==> src/rtl/uart_capture_pkg.sv <==
// Shared definitions for the multi-channel UART capture block:
// receiver state encoding and the escape/command byte codes.
package uart_capture_pkg;

  typedef enum logic [1:0] {
    RX_IDLE  = 2'd0,
    RX_START = 2'd1,
    RX_DATA  = 2'd2,
    RX_STOP  = 2'd3
  } rx_state_e;

  localparam logic [7:0] ESC_CODE    = 8'h1B;
  localparam logic [7:0] CMD_DBG_ON  = 8'h11;
  localparam logic [7:0] CMD_DBG_OFF = 8'h12;
  localparam logic [7:0] CMD_SIM_END = 8'h04;

endpackage

==> src/rtl/uart_capture_multi_if.sv <==
// Byte handshake bundle. valid/ready: a transfer happens on a rising clock edge
// where both are high; valid holds with stable data until that transfer.
interface uart_capture_multi_if #(
  parameter int DATAW = 8
);
  logic             valid;
  logic             ready;
  logic [DATAW-1:0] data;

  modport master (output valid, output data, input ready);
  modport slave  (input valid, input data, output ready);
endinterface

==> src/rtl/uart_capture_rx.sv <==
// One UART receive lane: 2-flop synchroniser, IDLE/START/DATA/STOP receiver
// and a one-entry holding register offered on the hold handshake.
module uart_capture_rx
  import uart_capture_pkg::*;
#(
  parameter int DATAW   = 8,
  parameter int BAUDDIV = 16
) (
  input  logic                  clk,
  input  logic                  rst,
  input  logic                  rxd,
  uart_capture_multi_if.master  hold,
  output logic                  cap_valid_o,
  output logic [DATAW-1:0]      cap_data_o,
  input  logic                  cap_drop_i,
  output logic                  ovr_o,
  output logic                  ferr_o
);
  localparam int CW = $clog2(BAUDDIV);
  localparam int BW = $clog2(DATAW);
  localparam logic [CW-1:0] HALF_M1  = CW'(BAUDDIV / 2 - 1);
  localparam logic [CW-1:0] FULL_M1  = CW'(BAUDDIV - 1);
  localparam logic [BW-1:0] LAST_BIT = BW'(DATAW - 1);

  logic [1:0]       sync_q, sync_d;
  logic             prev_q, prev_d;
  rx_state_e        state_q, state_d;
  logic [CW-1:0]    cnt_q, cnt_d;
  logic [BW-1:0]    bit_q, bit_d;
  logic [DATAW-1:0] sh_q, sh_d;
  logic             wait_hi_q, wait_hi_d;
  logic             hold_v_q, hold_v_d;
  logic [DATAW-1:0] hold_q, hold_d;
  logic             rx_s;

  assign rx_s   = sync_q[1];
  assign sync_d = {sync_q[0], rxd};
  assign prev_d = rx_s;

  always_comb begin
    state_d     = state_q;
    cnt_d       = cnt_q + 1'b1;
    bit_d       = bit_q;
    sh_d        = sh_q;
    wait_hi_d   = wait_hi_q;
    cap_valid_o = 1'b0;
    ferr_o      = 1'b0;
    case (state_q)
      RX_IDLE: begin
        cnt_d = '0;
        if (prev_q && !rx_s) state_d = RX_START;
      end
      RX_START: begin
        if (cnt_q == HALF_M1) begin
          cnt_d = '0;
          bit_d = '0;
          state_d = rx_s ? RX_IDLE : RX_DATA;
        end
      end
      RX_DATA: begin
        if (cnt_q == FULL_M1) begin
          cnt_d = '0;
          sh_d  = {rx_s, sh_q[DATAW-1:1]};
          bit_d = bit_q + 1'b1;
          if (bit_q == LAST_BIT) state_d = RX_STOP;
        end
      end
      RX_STOP: begin
        // After a bad stop bit the lane parks here until the line is idle again.
        if (wait_hi_q) begin
          cnt_d = '0;
          if (rx_s) begin
            wait_hi_d = 1'b0;
            state_d   = RX_IDLE;
          end
        end else if (cnt_q == FULL_M1) begin
          cnt_d = '0;
          if (rx_s) begin
            cap_valid_o = 1'b1;
            state_d     = RX_IDLE;
          end else begin
            ferr_o    = 1'b1;
            wait_hi_d = 1'b1;
          end
        end
      end
      default: state_d = RX_IDLE;
    endcase
  end

  assign cap_data_o = sh_q;

  always_comb begin
    hold_v_d = hold_v_q & ~hold.ready;
    hold_d   = hold_q;
    ovr_o    = 1'b0;
    if (cap_valid_o && !cap_drop_i) begin
      if (hold_v_d) begin
        ovr_o = 1'b1;
      end else begin
        hold_v_d = 1'b1;
        hold_d   = sh_q;
      end
    end
  end

  assign hold.valid = hold_v_q;
  assign hold.data  = hold_q;

  always_ff @(posedge clk or posedge rst) begin
    if (rst) begin
      sync_q    <= 2'b11;
      prev_q    <= 1'b1;
      state_q   <= RX_IDLE;
      cnt_q     <= '0;
      bit_q     <= '0;
      sh_q      <= '0;
      wait_hi_q <= 1'b0;
      hold_v_q  <= 1'b0;
      hold_q    <= '0;
    end else begin
      sync_q    <= sync_d;
      prev_q    <= prev_d;
      state_q   <= state_d;
      cnt_q     <= cnt_d;
      bit_q     <= bit_d;
      sh_q      <= sh_d;
      wait_hi_q <= wait_hi_d;
      hold_v_q  <= hold_v_d;
      hold_q    <= hold_d;
    end
  end

endmodule

==> src/rtl/uart_capture_multi.sv <==
// Multi-channel UART capture: NCH receive lanes drained lowest-channel-first
// into a shared FIFO, with an escape-command decoder on channel ESC_CH.
module uart_capture_multi
  import uart_capture_pkg::*;
#(
  parameter int NCH     = 2,
  parameter int DATAW   = 8,
  parameter int BAUDDIV = 16,
  parameter int DEPTH   = 8,
  parameter int ESC_CH  = 0,
  localparam int CHW    = (NCH > 1) ? $clog2(NCH) : 1,
  localparam int AW     = $clog2(DEPTH)
) (
  input  logic             CLK,
  input  logic             RESET,
  input  logic [NCH-1:0]   RXD,
  output logic             OUT_VALID,
  input  logic             OUT_READY,
  output logic [DATAW-1:0] OUT_DATA,
  output logic [CHW-1:0]   OUT_CH,
  output logic [AW:0]      FIFO_LEVEL,
  output logic [NCH-1:0]   OVERRUN,
  output logic [NCH-1:0]   FRAMEERR,
  input  logic             ERR_CLR,
  output logic             DEBUG_TESTER_ENABLE,
  output logic             SIMULATIONEND,
  output logic [7:0]       AUXCTRL
);
  localparam logic [AW:0] FULL = (AW + 1)'(DEPTH);

  logic             cap_valid [NCH];
  logic [DATAW-1:0] cap_data  [NCH];
  logic [DATAW-1:0] h_data    [NCH];
  logic [NCH-1:0]   h_valid, h_ready, ovr_set, ferr_set;
  logic             esc_drop;

  for (genvar g = 0; g < NCH; g++) begin : g_ch
    uart_capture_multi_if #(.DATAW(DATAW)) u_hold_if ();

    uart_capture_rx #(.DATAW(DATAW), .BAUDDIV(BAUDDIV)) u_rx (
      .clk        (CLK),
      .rst        (RESET),
      .rxd        (RXD[g]),
      .hold       (u_hold_if),
      .cap_valid_o(cap_valid[g]),
      .cap_data_o (cap_data[g]),
      .cap_drop_i ((g == ESC_CH) ? esc_drop : 1'b0),
      .ovr_o      (ovr_set[g]),
      .ferr_o     (ferr_set[g])
    );

    assign h_valid[g]      = u_hold_if.valid;
    assign h_data[g]       = u_hold_if.data;
    assign u_hold_if.ready = h_ready[g];
  end

  logic             armed_q, armed_d, dbg_q, dbg_d, sim_q, sim_d;
  logic [7:0]       aux_q, aux_d, esc_b;
  logic [NCH-1:0]   ovr_q, ovr_d, ferr_q, ferr_d;
  logic [AW-1:0]    wr_ptr_q, wr_ptr_d, rd_ptr_q, rd_ptr_d;
  logic [AW:0]      count_q, count_d;
  logic             pop, push, can_push;
  logic [CHW-1:0]   push_ch;
  logic [DATAW-1:0] push_data;
  logic [CHW+DATAW-1:0] mem_q [DEPTH];
  logic [CHW+DATAW-1:0] head;

  // Escape and command bytes are swallowed here and never reach the holding register.
  always_comb begin
    armed_d  = armed_q;
    dbg_d    = dbg_q;
    sim_d    = sim_q;
    aux_d    = aux_q;
    esc_drop = 1'b0;
    esc_b    = 8'(cap_data[ESC_CH]);
    if (cap_valid[ESC_CH]) begin
      if (armed_q) begin
        esc_drop = 1'b1;
        armed_d  = 1'b0;
        case (esc_b)
          CMD_DBG_ON:  dbg_d = 1'b1;
          CMD_DBG_OFF: dbg_d = 1'b0;
          CMD_SIM_END: sim_d = 1'b1;
          default:     aux_d = esc_b;
        endcase
      end else if (esc_b == ESC_CODE) begin
        esc_drop = 1'b1;
        armed_d  = 1'b1;
      end
    end
  end

  always_comb begin
    pop       = (count_q != '0) && OUT_READY;
    can_push  = (count_q != FULL) || pop;
    push      = 1'b0;
    push_ch   = '0;
    push_data = '0;
    h_ready   = '0;
    for (int i = 0; i < NCH; i++) begin
      if (h_valid[i] && can_push && !push) begin
        push       = 1'b1;
        h_ready[i] = 1'b1;
        push_ch    = CHW'(i);
        push_data  = h_data[i];
      end
    end
    wr_ptr_d = push ? wr_ptr_q + 1'b1 : wr_ptr_q;
    rd_ptr_d = pop  ? rd_ptr_q + 1'b1 : rd_ptr_q;
    count_d  = count_q;
    if (push && !pop)      count_d = count_q + 1'b1;
    else if (!push && pop) count_d = count_q - 1'b1;
    ovr_d  = (ERR_CLR ? '0 : ovr_q)  | ovr_set;
    ferr_d = (ERR_CLR ? '0 : ferr_q) | ferr_set;
  end

  always_ff @(posedge CLK) begin
    if (push) mem_q[wr_ptr_q] <= {push_ch, push_data};
  end

  always_ff @(posedge CLK or posedge RESET) begin
    if (RESET) begin
      armed_q  <= 1'b0;
      dbg_q    <= 1'b0;
      sim_q    <= 1'b0;
      aux_q    <= '0;
      ovr_q    <= '0;
      ferr_q   <= '0;
      wr_ptr_q <= '0;
      rd_ptr_q <= '0;
      count_q  <= '0;
    end else begin
      armed_q  <= armed_d;
      dbg_q    <= dbg_d;
      sim_q    <= sim_d;
      aux_q    <= aux_d;
      ovr_q    <= ovr_d;
      ferr_q   <= ferr_d;
      wr_ptr_q <= wr_ptr_d;
      rd_ptr_q <= rd_ptr_d;
      count_q  <= count_d;
    end
  end

  // Head is masked while empty so the outputs read zero rather than stale storage.
  assign head                = mem_q[rd_ptr_q];
  assign OUT_VALID           = (count_q != '0);
  assign OUT_DATA            = OUT_VALID ? head[DATAW-1:0] : '0;
  assign OUT_CH              = OUT_VALID ? head[CHW+DATAW-1:DATAW] : '0;
  assign FIFO_LEVEL          = count_q;
  assign OVERRUN             = ovr_q;
  assign FRAMEERR            = ferr_q;
  assign DEBUG_TESTER_ENABLE = dbg_q;
  assign SIMULATIONEND       = sim_q;
  assign AUXCTRL             = aux_q;

endmodule
==> config.mk <==
export PLATFORM = sky130hd
export DESIGN_NAME = uart_capture_multi
export DESIGN_NICKNAME = d
export VERILOG_FILES = /design/src/rtl/uart_capture_pkg.sv /design/src/rtl/uart_capture_multi_if.sv /design/src/rtl/uart_capture_rx.sv /design/src/rtl/uart_capture_multi.sv
export SDC_FILE = /design/constraint.sdc
export NUM_CORES = 1
export LEC_CHECK = 0
export CAP_MARGIN = 20
export CORE_ASPECT_RATIO = 0.8
export CORE_MARGIN = 4
export CORE_UTILIZATION = 54
export DETAILED_ROUTE_END_ITERATION = 10
export PLACE_DENSITY = 0.75
export SLEW_MARGIN = 20
export SYNTH_ARGS = -nofsm -noshare
export SYNTH_HDL_FRONTEND = slang
export SYNTH_SLANG_ARGS = --single-unit
==> constraint.sdc <==
create_clock -name CLK -period 3.1 [get_ports CLK]
set_clock_uncertainty 0.05 [all_clocks]
set_input_delay 0.62 -clock CLK [delete_from_list [all_inputs] [get_ports CLK]]
set_output_delay 0.62 -clock CLK [all_outputs]
set_load 0.005 [all_outputs]
==> results of run 1 <==
[layer usage]
metal / wire (um) / track usage, % / up-vias
met5: 0 / 0 / -
met4: 169 / 6.08 / 0
met1: 5620 / 26.3 / 1972
met3: 644 / 5.93 / 11
li1: - / - / 1812
met2: 5960 / 30.0 / 84
[Yosys cell counts (3+ instances only)]
master	instances
dfstp_2	6
edfxtp_1	72
nand3_1	8
xnor2_1	7
mux2_2	40
clkbuf_1	9
o21ai_0	6
xor2_1	3
a22o_1	12
ha_1	15
mux2i_1	13
buf_2	4
nor3_1	9
inv_1	16
nor4_1	5
buf_1	3
o22ai_1	5
nor2_1	23
nand2_1	24
nor4b_1	4
dfrtp_1	79
mux4_2	18
nor2b_1	4
nor3b_1	3
a21oi_1	10
nand2b_1	6
[layout make-up]
cell class	count	area share, %
clock inverters	13	2.17
inverters	16	0.769
repair buffers	57	6.72
flip-flops and latches	157	53.9
clock buffers	19	5.43
well taps	152	2.39
multi-input cells	255	28.6
[cells by family (layout without fill, tap and decap cells)]
logic type               Yosys count  count (layout)
flip-flops                       157             157
AND/OR/NAND/NOR                  104             104
adder cells (fa/ha/maj)           16              16
multiplexers                      71              71
XOR/XNOR                          10              10
AO/OA/AOI/OAI                     54              54
buffers and inverters             32             105
[registers in the layout, summed over array words and instances (netlist names), 4 cells and up, named ones only]
name,flops
g_ch.u_rx.cap_data_o,16
AUXCTRL,8
g_ch.u_rx.bit_q,6
g_ch.u_rx.hold.data,16
g_ch.u_rx.cnt_q,8
FIFO_LEVEL,4
mem_q,72
g_ch.u_rx.sync_q,4
[stage by stage]
stage	cells	TNS, ns	util [%]	area, um2	hold WS [ns]
2_1_floorplan	444	0	-	6690	0.295
3_3_place_gp	637	-0.0592	60.6	7370	0.297
3_5_place_dp	637	-0.119	60.6	7370	0.300
4_1_cts	669	0	65.6	7970	0.309
5_1_grt	669	0	65.6	7970	0.309
6_report	669	0	65.6	7970	0.307
[power by group through the flow]
stage	Sequential [mW]	Combinational (mW)	Clock, mW
after floorplan	2.37	0.713	0
after global placement	2.43	1.02	0
after detailed placement	2.44	1.06	0
after CTS	2.40	1.06	2.16
after global routing	2.41	1.16	2.27
final	2.39	1.04	2.12
[worst min-delay path by stage]
stage	endpoint	slack (ns)	from
detailed placement	g_ch[0].u_rx.sync_q[1]	0.30	g_ch[0].u_rx.sync_q[0]
CTS	g_ch[0].u_rx.sync_q[1]	0.31	g_ch[0].u_rx.sync_q[0]
finish	g_ch[0].u_rx.sync_q[1]	0.31	g_ch[0].u_rx.sync_q[0]
floorplan	g_ch[0].u_rx.sync_q[1]	0.30	g_ch[0].u_rx.sync_q[0]
global route	g_ch[0].u_rx.sync_q[1]	0.31	g_ch[0].u_rx.sync_q[0]
global placement	g_ch[0].u_rx.sync_q[1]	0.30	g_ch[0].u_rx.sync_q[0]
==> summary.md, run 1 <==
| Metric | Value |
|---|---|
| Outcome | `finished, final reports clean` |
| H-tree levels | `4` |
| Die area | `0.0143 mm2` |
| Total stage count of the critical path | `5` |
| Syn_area_per_cell | `15.1 um2` |
| Area leader, netlist | `edfxtp_1` |
| Initial antenna violation count | `0` |
| CP max FO | `20` |
| Slowest stage delay, CP | `~0.52 ns` |
| First-pass iteration count of the detailed router | `4` |
| Final estimated routing congestion in global placement | `0.792` |
| Switching pwr | `1.41 mW` |
| Port bufs | `33` |
| Minimum clock period | `2.90 ns` |
| Post-Syn Area | `0.00669 mm2` |
| Ant. Diodes | `0` |
| Crit-path slowest cell | `mux4_2` |
| Crit path DAT | `2.23 ns` |
| Worst hold path depth | `0` |
| Wire length of the first global-routing pass | `between 20 and 25 mm` |
| Post-Syn Instances | `444` |
| Avg Vias per Cell | `approximately 5.8` |
| Crit path capture type | `output pin` |
| GRT Resource Usage Total | `19.2%` |
| Pre-CTS WS | `-0.119 ns` |
| Combinational power share | `18.8%` |
| Layout cell share with drive strength beyond 1 | `25.1%` |
| RSZ-0062 raised after global routing | `no` |
| Vias post-DR | `3879` |
| Worst R2R End | `FIFO_LEVEL[3]` |
| Die width | `132 um` |
| Synth warnings | `0` |
| Synth Area in Simple Gates | `8.66%` |
| Maxcap violations | `0` |
| WS Path Type | `register to output pin` |
| Yosys reg bits | `157` |
| Clock share of power | `38.2%` |
| Clk root buf | `clkbuf_16` |
| Most common cell after layout, fill and taps aside | `dfrtp_1` |
| Worst reg2reg path depth | `11` |
| Num rows | `36` |
| Core Area | `0.0122 mm2` |
| Number of fill cells | `867` |
| Register area share after synthesis | `between 60% and 70%` |
| # hold bufs at CTS | `0` |
| Detailed Place HPWL | `8.01 mm` |
| Clk slew on worst S/H paths | `0.06 ns` |
| Setup-failing EPs final | `0` |
| Final Hold Viols | `0` |
| Die Y | `108 um` |
| Post-synthesis mux area share | `14.7%` |
| Critical Path Sink | `OUT_DATA[3]` |
| Syn Nets | `466` |
| Most frequent cells in the layout | `dfrtp_1, edfxtp_1, mux2_2` |
| Starting density of the core | `55.0%` |
| Pwr Total | `5.56 mW` |
| Routed WL per cell | `18.5 um` |
| CTS tree | `done` |
| Slew @ Worst Pin | `0.666 ns` |
| Layout Nets | `approximately 530` |
| Peak VDD IR | `0.425 mV` |
| # clock sinks | `157` |
| Post-synthesis compound-gate area fraction | `6.13%` |
| Required @ worst endpoint | `roughly 2.4 ns` |
| Bufs and invs on worst path | `2` |
| Drt initial violations | `around 380` |
| Remaining Overflow, GRT | `0` |
| Cell Pwr Density | `approximately 700 mW/mm2` |
| Largest family of logic cells by synthesized area | `multiplexers` |
| Slew margin rel. | `55.6%` |
| Share of the synthesized area in the top cell type | `32.3%` |
| Post-Route WL | `12.4 mm` |
| Pleak | `between 3 and 4 nW` |
| FF-to-FF setup slack | `roughly 0.27 ns` |
| Clock Latency Late Sink | `around 0.42 ns` |
| P&R area growth vs syn | `19.1%` |
| Max Slew Vio Count | `0` |
| Post-synth EDFFs | `72` |
| Worst R2R Start | `FIFO_LEVEL[0]` |
| Worst setup SP type | `register` |
| Post-synthesis adder-cell area fraction | `under 10%` |
| Final ANT Viol Nets | `0` |
| Hold WC Path Type | `register to register` |
| Largest net degree at the start of global routing | `86` |
| Largest cells by area after synthesis | `edfxtp_1, dfrtp_1, mux2_2` |
| Crit path launch | `rd_ptr_q[0]` |
| Crit-path leading delay family | `multiplexers` |
| Postcts setup bufs | `0` |
| TritonCTS Buffers | `17` |
| Clock Tree Buf Depth | `2` |
| Post-synth cell types | `59` |
| Async S/R FF share, synth | `54.1%` |
| FF+latch area | `0.00430 mm2` |
| Synth Flop Type | `dfrtp_1` |
| Fmax | `345 MHz` |
| Net Sw Frac | `between 20 and 30%` |
| Cts repair resizes | `0` |
| DRC violations left | `0` |
| Final worst-path cycle share | `93.4%` |
| Seq pwr share | `about 43%` |
| Vias in the first global route | `3905` |
| Pint | `4.15 mW` |
| Num ports | `34` |
| Synth Area in XOR/XNOR | `1.31%` |
| Cell Chain, Critical Path | `buf_12 -> mux4_2 -> mux2i_1 -> nor2_1 -> clkdlybuf4s50_1` |
| Worst setup margin | `0.204 ns` |
| Footprint of the multi-input gates | `0.00228 mm2` |
No activity file was read; power rests on OpenSTA's default activity.
==> run 2: changes to the inputs <==
--- a/config.mk
+++ b/config.mk
@@ -9,9 +9,12 @@
 export CORE_ASPECT_RATIO = 0.8
 export CORE_MARGIN = 4
 export CORE_UTILIZATION = 54
+export CTS_BUF_LIST = sky130_fd_sc_hd__clkbuf_8 sky130_fd_sc_hd__clkbuf_16
 export DETAILED_ROUTE_END_ITERATION = 10
 export PLACE_DENSITY = 0.75
+export SETUP_SLACK_MARGIN = 0.1
 export SLEW_MARGIN = 20
 export SYNTH_ARGS = -nofsm -noshare
 export SYNTH_HDL_FRONTEND = slang
+export SYNTH_HIERARCHICAL = 1
 export SYNTH_SLANG_ARGS = --single-unit
==> summary.md, run 2 <==
| Metric | Value |
|---|---|
| Outcome | `finished, final reports clean` |
| Crit path launch | `rd_ptr_q[0]` |
| CTS tree | `done` |
| Util after Layout | `65.4% (-0.11 points)` |
| Core Area | `0.0122 mm2 (+0.37%)` |
| Worst setup SP type | `register` |
| # clock sinks | `157 (unchanged)` |
| DRC violations left | `0 (unchanged)` |
| CP max FO | `10 (-50%)` |
| Met3 wire length | `435 um (-32%)` |
| FF-to-FF setup slack | `0.59 ns (+0.32 ns)` |
| Setup-failing EPs final | `0 (unchanged)` |
| Syn Nets | `453 (-2.8%)` |
| Remaining Overflow, GRT | `0 (unchanged)` |
| Num ports | `34 (unchanged)` |
| Pleak | `3.37 nW (+11%)` |
| Met2 WL | `5.99 mm (+0.35%)` |
| RSZ-0062 raised after global routing | `yes` |
| Port bufs | `33 (unchanged)` |
| Clk slew on worst S/H paths | `0.06 ns (about the same)` |
| Fmax | `339 MHz (-2.0%)` |
| Largest net degree at the start of global routing | `31 (-64%)` |
| Post-Syn Instances | `435 (-2.0%)` |
| WS Path Type | `register to output pin` |
| Vias post-DR | `3825 (-1.4%)` |
| Max Used Layer | `met4` |
| First-pass iteration count of the detailed router | `4 (unchanged)` |
| Required @ worst endpoint | `2.43 ns (about the same)` |
| Setup TNS | `0 ns (unchanged)` |
| Drt initial violations | `239 (-37%)` |
| Num rows | `36 (unchanged)` |
| Starting density of the core | `55.3% (+0.28 points)` |
| Clk root buf | `clkbuf_16` |
| Detailed Place HPWL | `8.17 mm (+2.1%)` |
| Slew @ Worst Pin | `0.556 ns (-0.110 ns)` |
| Slew margin rel. | `62.8% (+7.2 points)` |
| TritonCTS Buffers | `17 (unchanged)` |
| Cell Pwr Density | `862 mW/mm2 (+24%)` |
| Die Y | `108 um (+0.40%)` |
| Final worst-path cycle share | `95.3% (+1.9 points)` |
| H-tree levels | `4 (unchanged)` |
| Design Area, Final | `0.00799 mm2 (+0.20%)` |
| Post-Route WL | `12.6 mm (+1.4%)` |
| Number of fill cells | `855 (-1.4%)` |
| Vias in the first global route | `3918 (+0.33%)` |
| Minimum clock period | `2.95 ns (+0.0578 ns)` |
| Initial antenna violation count | `0 (unchanged)` |
| Met1 wire length | `5.98 mm (+6.4%)` |
| Placed cell areas | `0.00731 mm2 (-0.83%)` |
| Top reg by flops | `mem_q` |
| Hold WC Path Type | `register to register` |
| Peak VDD IR | `0.459 mV (+8.1%)` |
| Final estimated routing congestion in global placement | `0.765 (-3.4%)` |
| Crit path DAT | `2.28 ns (+0.05 ns)` |
| Synth warnings | `6 (+6)` |
| Avg Vias per Cell | `5.73 (-1.1%)` |
| Final ANT Viol Nets | `0 (unchanged)` |
| Wire length of the first global-routing pass | `20.7 mm (-0.56%)` |
| Final Hold Viols | `0 (unchanged)` |
| Min-Delay Startpoint | `g_ch[0].u_rx/sync_q[0]` |
| Routed WL per cell | `18.9 um (+1.7%)` |
| Most common cell after layout, fill and taps aside | `dfrtp_1` |
| Crit path capture type | `output pin` |
| Ant. Diodes | `0 (unchanged)` |
| # hold bufs at CTS | `0 (unchanged)` |
| GRT Resource Usage Total | `18.5% (-0.70 points)` |
| Post-Syn Area | `0.00675 mm2 (+0.88%)` |
| Clock Tree Buf Depth | `2 (unchanged)` |
| Max Slew Vio Count | `0 (unchanged)` |
| Clock Latency Late Sink | `0.41 ns (about the same)` |
| P&R area growth vs syn | `18.3%` |
| Max FFs per register | `72 (unchanged)` |
| Most frequent cells in the layout | `dfrtp_1, edfxtp_1, mux2_2` |
| Die width | `133 um (+0.41%)` |
| Layout Nets | `501 (-4.8%)` |
| Layout cell share with drive strength beyond 1 | `24.8% (-0.35 points)` |
| Worst R2R Start | `FIFO_LEVEL[1]` |
| Syn_area_per_cell | `15.5 um2 (+3.0%)` |
| Maxcap violations | `0 (unchanged)` |
| Die area | `0.0144 mm2 (+0.82%)` |
[run 2: cell types whose count changed in the layout (fill, tap and decap cells not counted), moves of 5 or more]
cell / delta
a21o_1: +6
mux2i_1: -13
buf_4: -9
nor2_1: -5
mux4_1: +9
mux2_2: -5
a211oi_1: +6
nand2_1: -8
mux4_2: -9
a22o_1: +10
[run 2: repair_timing]
item | 4_1_cts | 5_1_grt
gates cloned | 0 | 1
setup endpoints to repair | 9 | 9
gates resized for setup | 2 | 3
setup buffers | 0 | 0
[run 2: cell type report]
type                       instances  area (um2)  area share [%]
sequential                       157        4300            53.8
multi-input combinational        247        2310            28.9
timing repair buffer              48         473            5.92
clock buffer                      17         425            5.32
clock inverter                    15         221            2.77
tap                              171         214            2.68
inverter                          12        45.0           0.564
[run 2: layer usage]
layer / track usage [%] / vias to the layer above
met1: 26.1 / 1974
met5: 0 / -
met2: 29.3 / 71
li1: - / 1765
met4: 6.45 / 0
met3: 3.67 / 15
[run 2: path summary, 6_finish.rpt]
path / end / cells past startpoint
worst max-delay path: OUT_CH / 4
worst min-delay path: g_ch[0].u_rx/sync_q[1] / 0
worst max register to register: FIFO_LEVEL[3] / 11
worst min register to register: g_ch[0].u_rx/sync_q[1] / 0
max in group asynchronous: g_ch[0].u_rx/prev_q / 3
min in group asynchronous: OVERRUN[0] / 3
[run 2: worst max-delay path: stages (launching register included)]
cell             delay [ns]
dfrtp_2                0.42
buf_12                 0.16
mux4_1                 0.59
a22o_1                 0.26
clkdlybuf4s50_1        0.44
[run 2: stage by stage]
| step | hold slack (ns) | setup WS [ns] | total power, mW | cells |
|---|---|---|---|---|
| 4_1_cts | 0.307 | 0.109 | 6.89 | 666 |
| 5_1_grt | 0.309 | 0.0785 | 7.25 | 667 |
| 6_report | 0.306 | 0.146 | 6.88 | 667 |
| 3_5_place_dp | 0.298 | 0.146 | 4.63 | 634 |
| 3_3_place_gp | 0.296 | 0.274 | 4.52 | 634 |
| 2_1_floorplan | 0.295 | 0.900 | 4.06 | 435 |
[run 2: report_power, final]
group | switching [mW] | internal (mW)
clock | 0.815 | 1.43
combinational | 0.789 | 0.985
sequential | 0.388 | 2.48
total | 1.99 | 4.89
==> run 3: changes to the inputs <==
--- a/config.mk
+++ b/config.mk
@@ -5,14 +5,14 @@
 export SDC_FILE = /design/constraint.sdc
 export NUM_CORES = 1
 export LEC_CHECK = 0
+export ABC_AREA = 0
 export CAP_MARGIN = 20
 export CORE_ASPECT_RATIO = 0.8
 export CORE_MARGIN = 4
-export CORE_UTILIZATION = 54
+export CORE_UTILIZATION = 42
 export CTS_BUF_LIST = sky130_fd_sc_hd__clkbuf_8 sky130_fd_sc_hd__clkbuf_16
 export DETAILED_ROUTE_END_ITERATION = 10
-export PLACE_DENSITY = 0.75
-export SETUP_SLACK_MARGIN = 0.1
+export PLACE_DENSITY = 0.6
 export SLEW_MARGIN = 20
 export SYNTH_ARGS = -nofsm -noshare
 export SYNTH_HDL_FRONTEND = slang
==> summary.md, run 3 (synthesized netlist as in run 2, its figures left out) <==
| Metric | Value |
|---|---|
| P&R area growth vs syn | `17.7%` |
| Max Slew Vio Count | `0 (unchanged)` |
| Top reg by flops | `mem_q` |
| Die area | `0.0182 mm2 (+27%)` |
| Final worst-path cycle share | `96.2% (+0.88 points)` |
| Final ANT Viol Nets | `0 (unchanged)` |
| Final estimated routing congestion in global placement | `0.793 (+3.7%)` |
| Hold WC Path Type | `register to register` |
| Pint | `4.61 mW (-5.8%)` |
| Drt initial violations | `162 (-32%)` |
| H-tree levels | `4 (unchanged)` |
| Maxcap violations | `0 (unchanged)` |
| Most common cell after layout, fill and taps aside | `dfrtp_1` |
| Setup TNS | `0 ns (unchanged)` |
| Worst setup margin | `0.119 ns (-0.0273 ns)` |
| Layout Nets | `501 (unchanged)` |
| Crit path capture type | `output pin` |
| RSZ-0062 raised after global routing | `no` |
| Vias post-DR | `3737 (-2.3%)` |
| CTS tree | `done` |
| Num rows | `41 (+14%)` |
| Fin cells | `712 (+6.7%)` |
| Port bufs | `33 (unchanged)` |
| Final Hold Viols | `0 (unchanged)` |
| Design Area, Final | `0.00795 mm2 (-0.52%)` |
| Wire length of the first global-routing pass | `20.0 mm (-3.4%)` |
| Post-Route WL | `12.1 mm (-4.1%)` |
| Die width | `150 um (+13%)` |
| Initial antenna violation count | `0 (unchanged)` |
| Required @ worst endpoint | `2.43 ns (about the same)` |
| Switching pwr | `1.96 mW (-1.8%)` |
| Die Y | `121 um (+12%)` |
| Remaining Overflow, GRT | `0 (unchanged)` |
| Slew @ Worst Pin | `0.572 ns (+0.0156 ns)` |
| Routed WL per cell | `16.9 um (-10%)` |
| Outcome | `finished, final reports clean` |
| Pre-CTS WS | `0.0940 ns (-0.0524 ns)` |
| CP max FO | `20 (+10)` |
| Fmax | `335 MHz (-0.92%)` |
| Seq pwr share | `42.5% (+0.9 points)` |
| Layout cell share with drive strength beyond 1 | `24.0% (-0.81 points)` |
| Worst setup SP type | `register` |
| Cell Pwr Density | `826 mW/mm2 (-4.2%)` |
| Clock Tree Buf Depth | `2 (unchanged)` |
| Most frequent cells in the layout | `dfrtp_1, edfxtp_1, mux2_2` |
| Clk root buf | `clkbuf_16` |
| Peak VDD IR | `0.425 mV (-7.5%)` |
| Postcts setup bufs | `0 (unchanged)` |
| Clk slew on worst S/H paths | `0.06 ns (about the same)` |
| Placed Instances | `679 (+7.1%)` |
| Num ports | `34 (unchanged)` |
| Crit path DAT | `2.31 ns (+0.03 ns)` |
| Avg Vias per Cell | `5.25 (-8.5%)` |
| Net Sw Frac | `29.8% (+0.86 points)` |
| Minimum clock period | `2.98 ns (+0.0273 ns)` |
| TritonCTS Buffers | `17 (unchanged)` |
| Slew margin rel. | `61.7% (-1.0 points)` |
| Max FFs per register | `72 (unchanged)` |
| Detailed Place HPWL | `8.04 mm (-1.7%)` |
| Clock Latency Late Sink | `0.41 ns (about the same)` |
| Core Area | `0.0157 mm2 (+29%)` |
| WS Path Type | `register to output pin` |
| # clock sinks | `157 (unchanged)` |
| GRT Resource Usage Total | `14.5% (-4.0 points)` |
| DRC violations left | `0 (unchanged)` |
| Largest net degree at the start of global routing | `31 (unchanged)` |
| Combinational power share | `27.1% (+1.3 points)` |
| Vias in the first global route | `3812 (-2.7%)` |
| First-pass iteration count of the detailed router | `4 (unchanged)` |
| Setup-failing EPs final | `0 (unchanged)` |
| Placed cell areas | `0.00737 mm2 (+0.86%)` |
| Starting density of the core | `42.9% (-12 points)` |
| Clock share of power | `30.4% (-2.2 points)` |
| WHS | `0.306 ns (+0.000147 ns)` |
| Number of fill cells | `1352 (+58%)` |
| Pleak | `3.31 nW (-1.7%)` |
[run 3: cell types whose count changed in the layout (fill, tap and decap cells not counted), moves of 2 or more]
| cell | previous run | this run |
|---|---|---|
| clkinvlp_4 | 3 | 6 |
| clkinv_4 | 3 | 1 |
| dfrtp_2 | 2 | 0 |
| bufinv_16 | 5 | 2 |
| dfrtp_1 | 77 | 79 |
[run 3: repair_timing]
action                                  in CTS  in global routing
gates resized for setup                      1                  0
endpoints found under the hold margin        0                  0
endpoints found under the setup margin       9                  0
hold buffers                                 0                  0
[run 3: per-stage QoR]
step | total power [mW] | utilization (%)
2_1_floorplan | 4.06 | -
3_3_place_gp | 4.57 | 46.8
3_5_place_dp | 4.63 | 46.8
4_1_cts | 6.66 | 50.4
5_1_grt | 6.96 | 50.4
6_report | 6.56 | 50.5
[run 3: power groups by stage]
stage	clock, mW	sequential (mW)	combinational, mW
detailed placement	0	2.83	1.81
global placement	0	2.81	1.76
finish	2.00	2.79	1.78
CTS	2.06	2.79	1.81
floorplan	0	2.72	1.34
global route	2.14	2.84	1.98
[run 3: worst paths after layout]
path	startpoint	to	slack (ns)	cells after the start
worst max-delay path	rd_ptr_q[0]	OUT_CH	0.12	4
worst min-delay path	g_ch[1].u_rx/sync_q[0]	g_ch[1].u_rx/sync_q[1]	0.31	0
worst max register to register	FIFO_LEVEL[2]	FIFO_LEVEL[3]	0.51	11
worst min register to register	g_ch[1].u_rx/sync_q[0]	g_ch[1].u_rx/sync_q[1]	0.31	0
max in group asynchronous	RESET	g_ch[0].u_rx/prev_q	2.09	3
min in group asynchronous	RESET	FRAMEERR[1]	0.58	3
[run 3: critical path, cell delays in order, from the launching register on]
cell and delay (ns):
dfrtp_1 0.37, buf_12 0.20, mux4_1 0.61, a22o_1 0.26, clkdlybuf4s50_1 0.44
[run 3: final cells by class]
type / count / area (um2) / area share, %
inverters: 12 / 45.0 / 0.567
multi-input cells: 247 / 2300 / 29.0
well taps: 215 / 269 / 3.38
repair buffers: 48 / 455 / 5.73
clock buffers: 17 / 425 / 5.35
clock inverters: 15 / 149 / 1.87
diodes: 1 / 2.50 / 0.0315
flip-flops and latches: 157 / 4300 / 54.1
[run 3: per-layer routing]
metal	up-vias	routed length [um]	global-route usage, %
met5	-	0	0
met3	11	494	3.25
met4	0	139	5.66
met1	1885	5870	20.7
li1	1779	-	-
met2	62	5560	21.8
